<file path="config.mk">
export PLATFORM = sky130hd
export DESIGN_NAME = stream_demux_1to4
export DESIGN_NICKNAME = d
export VERILOG_FILES = /design/src/rtl/stream_demux_1to4.sv
export SDC_FILE = /design/constraint.sdc
export NUM_CORES = 1
export LEC_CHECK = 0
export ABC_AREA = 1
export BUFFER_PORTS_ARGS = -buffer_cell sky130_fd_sc_hd__buf_4
export CAP_MARGIN = 10
export CORE_MARGIN = 2
export CORE_UTILIZATION = 50
export DETAILED_ROUTE_END_ITERATION = 10
export PLACE_DENSITY = 0.86
export SYNTH_ARGS = -nofsm -noshare
export SYNTH_HDL_FRONTEND = slang
export SYNTH_SLANG_ARGS = --single-unit
</file>
<file path="constraint.sdc">
create_clock -name clk -period 4.7 [get_ports clk]
set_clock_uncertainty 0.1 [all_clocks]
set_input_delay 1.175 -clock clk [delete_from_list [all_inputs] [get_ports clk]]
set_output_delay 1.175 -clock clk [all_outputs]
set_load 0.03 [all_outputs]
</file>
<file path="src/rtl/stream_demux_1to4.sv">
// Registered 1-to-4 stream demux; packet lane locked on first beat. Optional DEMUX_STATS_EN adds per-lane drain counters.
// Latency: 1 clock from input accept to lane out_valid; one beat per clock per lane sustained.
// Backpressure: in_ready drops only when the target lane buffer is full and its consumer is stalled.
module stream_demux_1to4 #(
    parameter int DATA_W = 4
) (
    input  logic                clk,
    input  logic                rst_n,
    input  logic                in_valid,
    output logic                in_ready,
    input  logic [DATA_W-1:0]   in_data,
    input  logic                in_last,
    input  logic [1:0]          in_sel,
    output logic [3:0]          out_valid,
    input  logic [3:0]          out_ready,
    output logic [4*DATA_W-1:0] out_data,
    output logic [3:0]          out_last
`ifdef DEMUX_STATS_EN
    ,
    output logic [63:0]         beat_cnt
`endif
);

    typedef enum logic {
        IDLE  = 1'b0,
        ROUTE = 1'b1
    } state_t;

    state_t     state;
    logic [1:0] route_q;
    logic [1:0] tgt;
    logic       accept;

    // Mid-packet the locked lane wins; in_sel only matters on a first beat.
    assign tgt      = (state == ROUTE) ? route_q : in_sel;
    assign in_ready = ~out_valid[tgt] | out_ready[tgt];
    assign accept   = in_valid & in_ready;

    always_ff @(posedge clk or negedge rst_n) begin
        if (!rst_n) begin
            state   <= IDLE;
            route_q <= 2'd0;
        end else if (accept) begin
            case (state)
                IDLE: begin
                    if (!in_last) begin
                        route_q <= in_sel;
                        state   <= ROUTE;
                    end
                end
                ROUTE: begin
                    if (in_last) begin
                        state <= IDLE;
                    end
                end
                default: state <= IDLE;
            endcase
        end
    end

    // A load takes priority over a drain so a lane can pass one beat per clock.
    always_ff @(posedge clk or negedge rst_n) begin
        if (!rst_n) begin
            out_valid <= 4'b0000;
            out_data  <= '0;
            out_last  <= 4'b0000;
        end else begin
            for (int k = 0; k < 4; k++) begin
                if (accept && (tgt == 2'(k))) begin
                    out_valid[k]                <= 1'b1;
                    out_data[k*DATA_W +: DATA_W] <= in_data;
                    out_last[k]                 <= in_last;
                end else if (out_valid[k] && out_ready[k]) begin
                    out_valid[k] <= 1'b0;
                end
            end
        end
    end

`ifdef DEMUX_STATS_EN
    logic [15:0] cnt_q [4];

    always_ff @(posedge clk or negedge rst_n) begin
        if (!rst_n) begin
            for (int k = 0; k < 4; k++) begin
                cnt_q[k] <= 16'd0;
            end
        end else begin
            for (int k = 0; k < 4; k++) begin
                if (out_valid[k] && out_ready[k] && (cnt_q[k] != 16'hFFFF)) begin
                    cnt_q[k] <= cnt_q[k] + 16'd1;
                end
            end
        end
    end

    always_comb begin
        beat_cnt = '0;
        for (int k = 0; k < 4; k++) begin
            beat_cnt[k*16 +: 16] = cnt_q[k];
        end
    end
`endif

endmodule

</file>
==> summary.txt, run 1 <==
Synthesis
  – Share of the synthesized area in the top cell type: 0.532
  – Number of warnings printed during yosys synthesis: 0
  – Mean area per synthesized cell: ~8 sq um
  – Number of synthesized register bits: 27
  – Number of distinct library cells after synthesis: 14
  – Post-synthesis instance total: 154
  – Synth Cell Area: 1270 sq um
  – Sequential-to-total area share from yosys stat: 0.532
  – Synthesized netlist net count: 168
  – Library cell with the largest summed area after synthesis: sky130_fd_sc_hd__dfrtp_1
  – Largest cells by area after synthesis: sky130_fd_sc_hd__dfrtp_1, sky130_fd_sc_hd__nand2_1, sky130_fd_sc_hd__nand4_1

Global routing
  – Met2 Usage GRT: 0.359
  – Largest net degree at the start of global routing: 30
  – Total global-route track usage: 0.221
  – Met1 Usage GRT: 0.294
  – M3 GR Usage: 0.0355
  – Busiest grt layer: met2
  – Number of antenna violations at the first check in global routing: 0
  – Wire length of the first global-routing pass: 4630 microns
  – Sum of overflow across all layers after global routing: 0
  – Via count of the first global-routing pass: 1,020

Timing
  – Final sum of negative setup slack: 0 ps
  – RSZ-0062 raised after global routing: false
  – Tmin final: 3550 ps
  – Post-route fraction of the period consumed by the critical path: 0.755
  – Final number of setup-violating endpoints: 0
  – Final count of hold timing violations: 0
  – Slew of the pin with the lowest slew margin: ~420 ps
  – Normalized max-slew margin: 0.722
  – Top achievable clock speed: 0.282 GHz
  – Pins over their slew limit: 0
  – Minimum setup slack in the final design: 1150 ps

Floorplan
  – Count of boundary I/O pins: 39
  – Chip height: 54.4 microns
  – Full die area: 2960 sq um
  – Die X-Extent: 54.4 microns
  – Number of rows in the core area: 18
  – Effective utilization at floorplan: 0.522
  – Core box area: 2430 sq um

Worst setup path
  – Category of the worst setup path launch point: primary input
  – Crit path max fanout: 29
  – Crit path kind: in2out
  – Worst EP arrival: 2270 ps
  – Kind of end point of the critical path: primary output
  – Critical path data required time: 3420 ps

Cells and area
  – # diodes: 0
  – Number of fill cells: 201
  – Area growth syn-to-layout: 25.0%
  – Number of nets in the final layout: 206
  – Fraction of final layout cells with drive strength greater than 1: 0.267

Pwr
  – Peak supply drop: 0.416 mV
  – Total leakage power: 0.877 nW
  – Power per Cell Area: 764 nW/um^2

Detailed routing
  – # DRC: 0
  – Residual antenna-violating net count after detailed routing: 0
  – WL per Instance: around 13 microns
  – Initial drt markers: 30
  – Avg Vias per Cell: about 5.3
  – Sum of routed wire length over all layers: slightly below 3000 microns
  – Routed vias: between 1,000 and 1,500
  – Number of detailed-route iterations in the first pass: 4

Flow run
  – Max-cap violation count: 0

Clock network
  – Number of post-CTS setup repair buffers: 0
  – Number of hold-repair buffers added at the cts stage: 0
  – CTS Buffer Depth: 2
  – Number of resized instances in the post-cts repair step: 0
  – Worst skew pair latency: 320 ps
  – Clock root buffer: sky130_fd_sc_hd__clkbuf_4
  – TritonCTS clock tree: done
  – Clock transition at the registers of the reported paths: approximately 150 ps
  – TritonCTS Sinks: 27
  – CTS buffer count: 3
  – Count of H-tree levels built during CTS: 1

Hold path
  – Worst hold path type: reg2reg

Place
  – Worst setup slack before clock tree synthesis: 1180 ps
  – Number of port buffers: 38
  – Final HPWL from detailed placement: 2230 microns
  – Global placement routability congestion: 0.930

Run status
  – Outcome: complete, no violations
-- through the flow --
stage | std cells | util | total power [mW] | area, sq um | hold slack (ps)
3_3_place_gp | 217 | 0.641 | 1.09 | 1560 | 356
2_1_floorplan | 154 | - | 0.884 | 1270 | 363
5_1_grt | 221 | 0.653 | 1.31 | 1590 | 414
4_1_cts | 221 | 0.653 | 1.22 | 1590 | 396
6_report | 221 | 0.653 | 1.21 | 1590 | 391
3_5_place_dp | 217 | 0.641 | 1.12 | 1560 | 361
-- cells in the final DEF (no fill, tap or decap) --
cell	Yosys	routed
sky130_fd_sc_hd__nor2_1	6	6
sky130_fd_sc_hd__nand2_1	67	67
sky130_fd_sc_hd__dfrtp_1	27	27
sky130_fd_sc_hd__inv_2	1	1
sky130_fd_sc_hd__clkinv_2	0	1
sky130_fd_sc_hd__o21ai_1	1	1
sky130_fd_sc_hd__nand3_1	5	5
sky130_fd_sc_hd__clkbuf_4	0	3
sky130_fd_sc_hd__o21ai_0	4	4
sky130_fd_sc_hd__nand4_1	22	22
sky130_fd_sc_hd__nand3_2	4	4
sky130_fd_sc_hd__inv_1	8	8
sky130_fd_sc_hd__buf_4	0	39
sky130_fd_sc_hd__nand2_2	3	3
-- cell type report --
| type | instances | area, sq um | share of cell area |
|---|---|---|---|
| clock buffer | 3 | 22.5 | 0.0142 |
| inverter | 9 | 33.8 | 0.0213 |
| timing repair buffer | 39 | 293 | 0.184 |
| clock inverter | 1 | 5.00 | 0.00315 |
| multi-input combinational | 112 | 520 | 0.328 |
| sequential | 27 | 676 | 0.426 |
| tap | 30 | 37.5 | 0.0236 |
-- critical path, cell delays in order --
cell,delay (ps)
sky130_fd_sc_hd__buf_4,120
sky130_fd_sc_hd__nand2_1,70
sky130_fd_sc_hd__nand2_2,90
sky130_fd_sc_hd__nand2_1,80
sky130_fd_sc_hd__nand2_1,60
sky130_fd_sc_hd__nand2_1,60
sky130_fd_sc_hd__nand2_1,50
sky130_fd_sc_hd__nand2_1,60
sky130_fd_sc_hd__buf_4,280
sky130_fd_sc_hd__buf_4,220
-- report_power, final --
part	switching (mW)	internal [mW]	total (mW)	leakage [nW]
logic	0.465	0.232	0.697	0.521
registers	0.0732	0.341	0.414	0.338
clock network	0.0688	0.0319	0.101	0.0177
total	0.607	0.605	1.21	0.877
-- registers in the layout (all words and copies together), names as in the netlist --
signal	count
out_last	4
route_q	2
out_valid	4
state	1
out_data	16
-- synthesized netlist by cell type --
cell                      number
sky130_fd_sc_hd__nand2_1      67
sky130_fd_sc_hd__dfrtp_1      27
sky130_fd_sc_hd__nand4_1      22
sky130_fd_sc_hd__inv_1         8
sky130_fd_sc_hd__nor2_1        6
sky130_fd_sc_hd__nand3_1       5
sky130_fd_sc_hd__nand3_2       4
sky130_fd_sc_hd__o21ai_0       4
sky130_fd_sc_hd__nand2_2       3
sky130_fd_sc_hd__buf_1         2
sky130_fd_sc_hd__buf_2         2
sky130_fd_sc_hd__buf_6         2
sky130_fd_sc_hd__inv_2         1
sky130_fd_sc_hd__o21ai_1       1
-- final timing paths --
check,from,to,slack (ps),cells past startpoint
max in group asynchronous,rst_n,state$_DFFE_PN0P_,3620,1
min in group asynchronous,rst_n,out_data[13]$_DFFE_PN0P_,630,1
worst max-delay path,in_sel[0],in_ready,1150,10
worst min register to register,out_data[0]$_DFFE_PN0P_,out_data[0]$_DFFE_PN0P_,390,2
worst min-delay path,out_data[0]$_DFFE_PN0P_,out_data[0]$_DFFE_PN0P_,390,2
worst max register to register,state$_DFFE_PN0P_,out_data[7]$_DFFE_PN0P_,2830,12
-- kinds of logic (layout without fill, tap and decap cells) --
group | count (synthesis) | count (layout) | synth area share
DFF | 27 | 27 | 0.532
buffers and inverters | 15 | 52 | 0.0581
AOI/OAI and AO/OA | 5 | 5 | 0.0197
and+or+nand+nor | 107 | 107 | 0.390
-- per-layer routing --
layer	vias to the layer above	part of all wire	routed length (microns)
met3	4	0.063	186
met4	0	0.0065	19
met2	50	0.49	1440
met5	-	0	0
met1	537	0.44	1300
li1	586	-	-
(Power assumes the default switching activity.)
==> inputs of run 2 (changes only) <==
--- a/config.mk
+++ b/config.mk
@@ -9,9 +9,9 @@
 export BUFFER_PORTS_ARGS = -buffer_cell sky130_fd_sc_hd__buf_4
 export CAP_MARGIN = 10
 export CORE_MARGIN = 2
-export CORE_UTILIZATION = 50
+export CORE_UTILIZATION = 45
 export DETAILED_ROUTE_END_ITERATION = 10
-export PLACE_DENSITY = 0.86
+export PLACE_DENSITY = 0.82
 export SYNTH_ARGS = -nofsm -noshare
 export SYNTH_HDL_FRONTEND = slang
 export SYNTH_SLANG_ARGS = --single-unit
==> constraint.sdc (replaced) <==
create_clock -name clk -period 2.9 [get_ports clk]
set_clock_uncertainty 0.1 [all_clocks]
set_input_delay 0.725 -clock clk [delete_from_list [all_inputs] [get_ports clk]]
set_output_delay 0.725 -clock clk [all_outputs]
set_load 0.03 [all_outputs]
==> summary.txt, run 2 (synthesis gave the netlist of run 1 again) <==
Run status
  – Outcome: complete, no violations (unchanged)

Clock network
  – Clock transition at the registers of the reported paths: 160 ps (was 150 ps)
  – Number of post-CTS setup repair buffers: 0 (unchanged)
  – CTS buffer count: 3 (unchanged)
  – Number of resized instances in the post-cts repair step: 0 (unchanged)
  – Count of H-tree levels built during CTS: 1 (unchanged)
  – TritonCTS clock tree: done (unchanged)
  – CTS Buffer Depth: 2 (unchanged)
  – Clock root buffer: sky130_fd_sc_hd__clkbuf_4 (unchanged)
  – Number of hold-repair buffers added at the cts stage: 0 (unchanged)
  – Worst skew pair latency: 320 ps (about the same)
  – TritonCTS Sinks: 27 (unchanged)

Cells and area
  – Register ranked first by flip-flop count: out_data (unchanged)
  – Number of nets in the final layout: 206 (unchanged)
  – Most common cell after layout, fill and taps aside: sky130_fd_sc_hd__nand2_1 (unchanged)
  – Largest registers: out_data (16), out_last (4), out_valid (4) (unchanged)
  – Fraction of final layout cells with drive strength greater than 1: 0.267 (unchanged)
  – Area growth syn-to-layout: 25.3% (was 25.0%)
  – # diodes: 0 (unchanged)
  – Leading cell types in the layout, fill and taps excluded: sky130_fd_sc_hd__nand2_1, sky130_fd_sc_hd__buf_4, sky130_fd_sc_hd__dfrtp_1 (unchanged)
  – Flip-flop count of the largest register after layout: 16 (unchanged)
  – Core occupancy in the finished layout: 0.587 (was 0.653)

Timing
  – Pins over their slew limit: 0 (unchanged)
  – Slew of the pin with the lowest slew margin: 430 ps (was 416 ps)
  – Final count of hold timing violations: 0 (unchanged)
  – Normalized max-slew margin: 0.712 (was 0.722)
  – Tmin final: 2380 ps
  – Top achievable clock speed: 0.420 GHz
  – RSZ-0062 raised after global routing: false (unchanged)
  – Post-route fraction of the period consumed by the critical path: 0.820
  – Final sum of negative setup slack: 0 ps (unchanged)
  – Final number of setup-violating endpoints: 0 (unchanged)

Global routing
  – Via count of the first global-routing pass: 1,049 (was 1,020)
  – Wire length of the first global-routing pass: 4950 microns (was 4630 microns)
  – Largest net degree at the start of global routing: 29 (was 30)
  – Sum of overflow across all layers after global routing: 0 (unchanged)
  – Number of antenna violations at the first check in global routing: 0 (unchanged)
  – Total global-route track usage: 0.191 (was 0.221)

Pwr
  – Power share of the sequential group: 0.344 (was 0.342)
  – Pwr Total: 1.96 mW (was 1.21 mW)
  – Combinational cell fraction of total power: 0.571 (was 0.575)
  – Power dissipated by switching net loads: 0.979 mW (was 0.607 mW)
  – Clock group share of total power: 0.085 (was 0.083)
  – Peak supply drop: 0.792 mV (was 0.416 mV)
  – Power per Cell Area: 1230 nW/um^2 (was 764 nW/um^2)
  – Total leakage power: 0.874 nW (was 0.877 nW)
  – Switching part of the total: 0.499 (was 0.501)
  – Cell internal power dissipation: 0.981 mW (was 0.605 mW)

Worst setup path
  – Crit path max fanout: 7 (was 29)
  – Category of the worst setup path launch point: flip-flop (was primary input)
  – FF-to-FF path depth: 11 (was 12)
  – Setup slack, reg-to-reg: 1020 ps (was 2830 ps)
  – Kind of end point of the critical path: primary output (unchanged)
  – Critical path data required time: 2080 ps (was 3420 ps)
  – Worst EP arrival: 1550 ps (was 2270 ps)
  – Crit path kind: reg2out (was in2out)

Floorplan
  – Full die area: 3260 sq um (was 2960 sq um)
  – Core box area: 2710 sq um (was 2430 sq um)
  – Count of boundary I/O pins: 39 (unchanged)
  – Effective utilization at floorplan: 0.469 (was 0.522)
  – Die X-Extent: 57.1 microns (was 54.4 microns)
  – Chip height: 57.1 microns (was 54.4 microns)
  – Number of rows in the core area: 19 (was 18)

Detailed routing
  – Initial drt markers: 33 (was 30)
  – WL per Instance: 13.0 microns (was 13.3 microns)
  – Residual antenna-violating net count after detailed routing: 0 (unchanged)
  – Routed vias: 1,177 (unchanged)
  – # DRC: 0 (unchanged)
  – Sum of routed wire length over all layers: 2890 microns (was 2940 microns)
  – Avg Vias per Cell: 5.30 (was 5.33)
  – Number of detailed-route iterations in the first pass: 4 (unchanged)

Place
  – Final HPWL from detailed placement: 2210 microns (was 2230 microns)
  – Global placement routability congestion: 0.882 (was 0.930)
  – Number of port buffers: 38 (unchanged)

Hold path
  – Worst hold path type: in2async (was reg2reg)

Flow run
  – Max-cap violation count: 0 (unchanged)
-- run 2: cell count changes in the layout (fill, tap and decap cells not counted), sizes merged --
cell,before,now
clkinv,1,0
clkinvlp,0,1
-- run 2: power groups by stage --
stage	registers, mW	clock network (mW)	logic (mW)
final	0.675	0.166	1.12
after floorplan	0.976	0	0.456
after CTS	0.677	0.171	1.13
after global placement	0.672	0	1.10
after detailed placement	0.683	0	1.13
after global routing	0.702	0.186	1.22
-- run 2: area by class of cell --
cell class                      instances  area (sq um)
Fill cell                             257          1120
Sequential cell                        27           676
Multi-Input combinational cell        112           520
Timing Repair Buffer                   39           293
Tap cell                               31          38.8
Inverter                                9          33.8
Clock buffer                            3          22.5
Clock inverter                          1          7.51
-- run 2: routing by layer --
layer	up-vias	global-route usage	routed length, microns
met1	549	0.280	1300
met4	0	0.0498	17
met3	2	0.0272	190
met2	36	0.302	1380
met5	-	0	0
li1	590	-	-
-- run 2: final timing paths --
path,to,from
min in group clk,out_data[9]$_DFFE_PN0P_,out_data[9]$_DFFE_PN0P_
max reg2reg,out_data[0]$_DFFE_PN0P_,state$_DFFE_PN0P_
min,out_data[14]$_DFFE_PN0P_,rst_n
max in group asynchronous,out_last[0]$_DFFE_PN0P_,rst_n
max,in_ready,state$_DFFE_PN0P_
min reg2reg,out_data[9]$_DFFE_PN0P_,out_data[9]$_DFFE_PN0P_
-- run 2: per-stage QoR --
stage / hold slack (ps) / area, sq um / setup slack (ps) / cells
final: 173 / 1590 / 521 / 222
after global routing: 178 / 1590 / 376 / 222
after CTS: 181 / 1590 / 520 / 222
after detailed placement: 363 / 1560 / 546 / 218
after global placement: 361 / 1560 / 563 / 218
after floorplan: 329 / 1270 / 662 / 154
-- run 2: worst max-delay path: stages, from the launching register on --
cell,delay (ps)
sky130_fd_sc_hd__dfrtp_1,490
sky130_fd_sc_hd__inv_2,80
sky130_fd_sc_hd__nand2_1,70
sky130_fd_sc_hd__nand2_1,110
sky130_fd_sc_hd__nand3_1,100
sky130_fd_sc_hd__nand2_1,50
sky130_fd_sc_hd__nor2_1,80
sky130_fd_sc_hd__nand2_1,80
sky130_fd_sc_hd__buf_4,170
==> inputs of run 3 (changes only) <==
==> constraint.sdc (replaced) <==
create_clock -name clk -period 2.1 [get_ports clk]
set_clock_uncertainty 0.1 [all_clocks]
set_input_delay 0.525 -clock clk [delete_from_list [all_inputs] [get_ports clk]]
set_output_delay 0.525 -clock clk [all_outputs]
set_load 0.03 [all_outputs]
==> summary.txt, run 3 (synthesis gave the netlist of run 1 again) <==
Detailed routing
  – Sum of routed wire length over all layers: 3160 microns (was 2890 microns)
  – Initial drt markers: 39 (was 33)
  – Avg Vias per Cell: 5.29 (was 5.30)
  – WL per Instance: 13.7 microns (was 13.0 microns)
  – Number of detailed-route iterations in the first pass: 4 (unchanged)
  – Routed vias: 1,217 (was 1,177)
  – Residual antenna-violating net count after detailed routing: 0 (unchanged)
  – # DRC: 0 (unchanged)

Run status
  – Outcome: finished, violations left (was complete, no violations)
  – Violated checks: setup timing

Floorplan
  – Core box area: 2710 sq um (unchanged)
  – Full die area: 3260 sq um (unchanged)
  – Count of boundary I/O pins: 39 (unchanged)
  – Die X-Extent: 57.1 microns (unchanged)
  – Effective utilization at floorplan: 0.469 (unchanged)
  – Chip height: 57.1 microns (unchanged)
  – Number of rows in the core area: 19 (unchanged)

Pwr
  – Power per Cell Area: 1710 nW/um^2 (was 1230 nW/um^2)
  – Clock group share of total power: 0.079 (was 0.085)
  – Pwr Total: 2.91 mW (was 1.96 mW)
  – Power share of the sequential group: 0.324 (was 0.344)
  – Peak supply drop: 1.24 mV (was 0.792 mV)
  – Cell internal power dissipation: 1.48 mW (was 0.981 mW)
  – Switching part of the total: 0.490 (was 0.499)
  – Power dissipated by switching net loads: 1.43 mW (was 0.979 mW)
  – Combinational cell fraction of total power: 0.597 (was 0.571)
  – Total leakage power: 0.925 nW (was 0.874 nW)

Global routing
  – Number of antenna violations at the first check in global routing: 0 (unchanged)
  – Via count of the first global-routing pass: 1,209 (was 1,049)
  – Largest net degree at the start of global routing: 29 (unchanged)
  – Total global-route track usage: 0.209 (was 0.191)
  – Wire length of the first global-routing pass: 5260 microns (was 4950 microns)
  – Sum of overflow across all layers after global routing: 0 (unchanged)

Worst setup path
  – Setup slack, reg-to-reg: 250 ps (was 1020 ps)
  – Kind of end point of the critical path: primary output (unchanged)
  – Crit path kind: reg2out (unchanged)
  – Critical path data required time: 1470 ps (was 2080 ps)
  – FF-to-FF path depth: 8 (was 11)
  – Reg-to-reg endpoint: out_data[9]$_DFFE_PN0P_ (was out_data[0]$_DFFE_PN0P_)
  – Crit path max fanout: 7 (unchanged)
  – Worst EP arrival: 1540 ps (was 1550 ps)
  – Category of the worst setup path launch point: flip-flop (unchanged)
  – Worst R2R Start: state$_DFFE_PN0P_ (unchanged)

Cells and area
  – Largest registers: out_data (16), out_last (4), out_valid (4) (unchanged)
  – Number of fill cells: 232 (was 257)
  – Fraction of final layout cells with drive strength greater than 1: 0.332 (was 0.267)
  – Count of placed standard cells in the final layout, fillers left out: 230 (was 222)
  – Flip-flop count of the largest register after layout: 16 (unchanged)
  – Area growth syn-to-layout: 34.4% (was 25.3%)
  – Number of nets in the final layout: 214 (was 206)
  – Register ranked first by flip-flop count: out_data (unchanged)
  – Most common cell after layout, fill and taps aside: sky130_fd_sc_hd__nand2_1 (unchanged)
  – Summed area of non-filler cells in the final layout: 1710 sq um (was 1590 sq um)
  – Leading cell types in the layout, fill and taps excluded: sky130_fd_sc_hd__nand2_1, sky130_fd_sc_hd__buf_4, sky130_fd_sc_hd__dfrtp_1 (unchanged)
  – # diodes: 0 (unchanged)

Hold path
  – Cell depth of the worst hold path: 2
  – Worst hold path type: in2reg (was in2async)
  – Endpoint, Worst Hold: out_valid[2]$_DFFE_PN0P_
  – Launch point of the worst hold path: out_ready[2]

Timing
  – Pins over their slew limit: 0 (unchanged)
  – Post-route fraction of the period consumed by the critical path: 1.03
  – Normalized max-slew margin: 0.731 (was 0.712)
  – Final sum of negative setup slack: -65.9 ps (was 0 ps)
  – RSZ-0062 raised after global routing: true (was false)
  – Final number of setup-violating endpoints: 1 (was 0)
  – Final count of hold timing violations: 0 (unchanged)
  – Minimum setup slack in the final design: -65.9 ps (was 521 ps)
  – Slew of the pin with the lowest slew margin: 402 ps (was 430 ps)
  – Tmin final: 2170 ps
  – Top achievable clock speed: 0.462 GHz

Clock network
  – Count of H-tree levels built during CTS: 1 (unchanged)
  – CTS buffer count: 3 (unchanged)
  – TritonCTS clock tree: done (unchanged)
  – TritonCTS Sinks: 27 (unchanged)
  – CTS Buffer Depth: 2 (unchanged)
  – Clock root buffer: sky130_fd_sc_hd__clkbuf_4 (unchanged)
  – Clock transition at the registers of the reported paths: 150 ps (was 160 ps)
  – Worst skew pair latency: 330 ps (was 320 ps)

Place
  – Area post-placement: 1590 sq um (was 1560 sq um)
  – Global placement routability congestion: 0.873 (was 0.882)
  – Number of port buffers: 38 (unchanged)
  – Final HPWL from detailed placement: 2180 microns (was 2210 microns)
  – Placed instance count: 220 (was 218)

Flow run
  – Max-cap violation count: 0 (unchanged)
run 3: cell types whose count changed in the layout (fill, tap and decap cells not counted), sizes merged:
cell         delta
buf             +7
dlygate4sd3     +1
run 3: through the flow:
stage	utilization	hold slack [ps]	setup WS [ps]
after floorplan	-	129	262
after detailed placement	0.586	357	93.8
after global placement	0.586	347	109
final	0.630	265	-65.9
after global routing	0.630	243	-137
after CTS	0.613	252	-57.3
run 3: power groups by stage:
stage | clock, mW | sequential [mW] | combinational, mW
after floorplan | 0 | 1.35 | 0.629
after global placement | 0 | 0.926 | 1.59
after detailed placement | 0 | 0.941 | 1.62
after CTS | 0.238 | 0.936 | 1.67
after global routing | 0.257 | 0.975 | 1.88
final | 0.231 | 0.943 | 1.74
run 3: worst max-delay path by stage:
| stage | start | endpoint | cells past startpoint |
|---|---|---|---|
| finish | state$_DFFE_PN0P_ | in_ready | 7 |
| floorplan | in_sel[0] | in_ready | 9 |
| global route | state$_DFFE_PN0P_ | in_ready | 8 |
| global placement | in_sel[0] | in_ready | 10 |
| detailed placement | in_sel[0] | in_ready | 10 |
| CTS | state$_DFFE_PN0P_ | in_ready | 9 |
run 3: per-layer routing:
metal,GRT usage,part of all wire,vias to the layer above,routed length (microns)
li1,-,-,599,-
met4,0.120,0.023,0,74
met2,0.335,0.50,46,1570
met1,0.271,0.41,564,1280
met5,0,0,-,0
met3,0.0317,0.071,8,225
run 3: area by class of cell:
type | instances | area, sq um | share of cell area
clock buffers | 3 | 22.5 | 0.0132
multi-input cells | 112 | 553 | 0.324
well taps | 31 | 38.8 | 0.0227
clock inverters | 1 | 7.51 | 0.00440
repair buffers | 47 | 372 | 0.218
flip-flops and latches | 27 | 677 | 0.397
inverters | 9 | 36.3 | 0.0213
run 3: timing repair:
action / 4_1_cts / 5_1_grt
hold buffers: 1 / 0
endpoints found under the hold margin: 27 / 0
pin swaps: 4 / 7
resized for setup: 4 / 8
buffers inserted: 3 / 2
setup endpoints to repair: 1 / 1
run 3: critical path: stages (launching register included):
cell and delay, ps:
sky130_fd_sc_hd__dfrtp_2 500, sky130_fd_sc_hd__nand2_1 150, sky130_fd_sc_hd__nand2_4 80, sky130_fd_sc_hd__nand3_2 70
sky130_fd_sc_hd__nand2_1 60, sky130_fd_sc_hd__nor2_1 130, sky130_fd_sc_hd__nand2_2 80, sky130_fd_sc_hd__buf_6 140
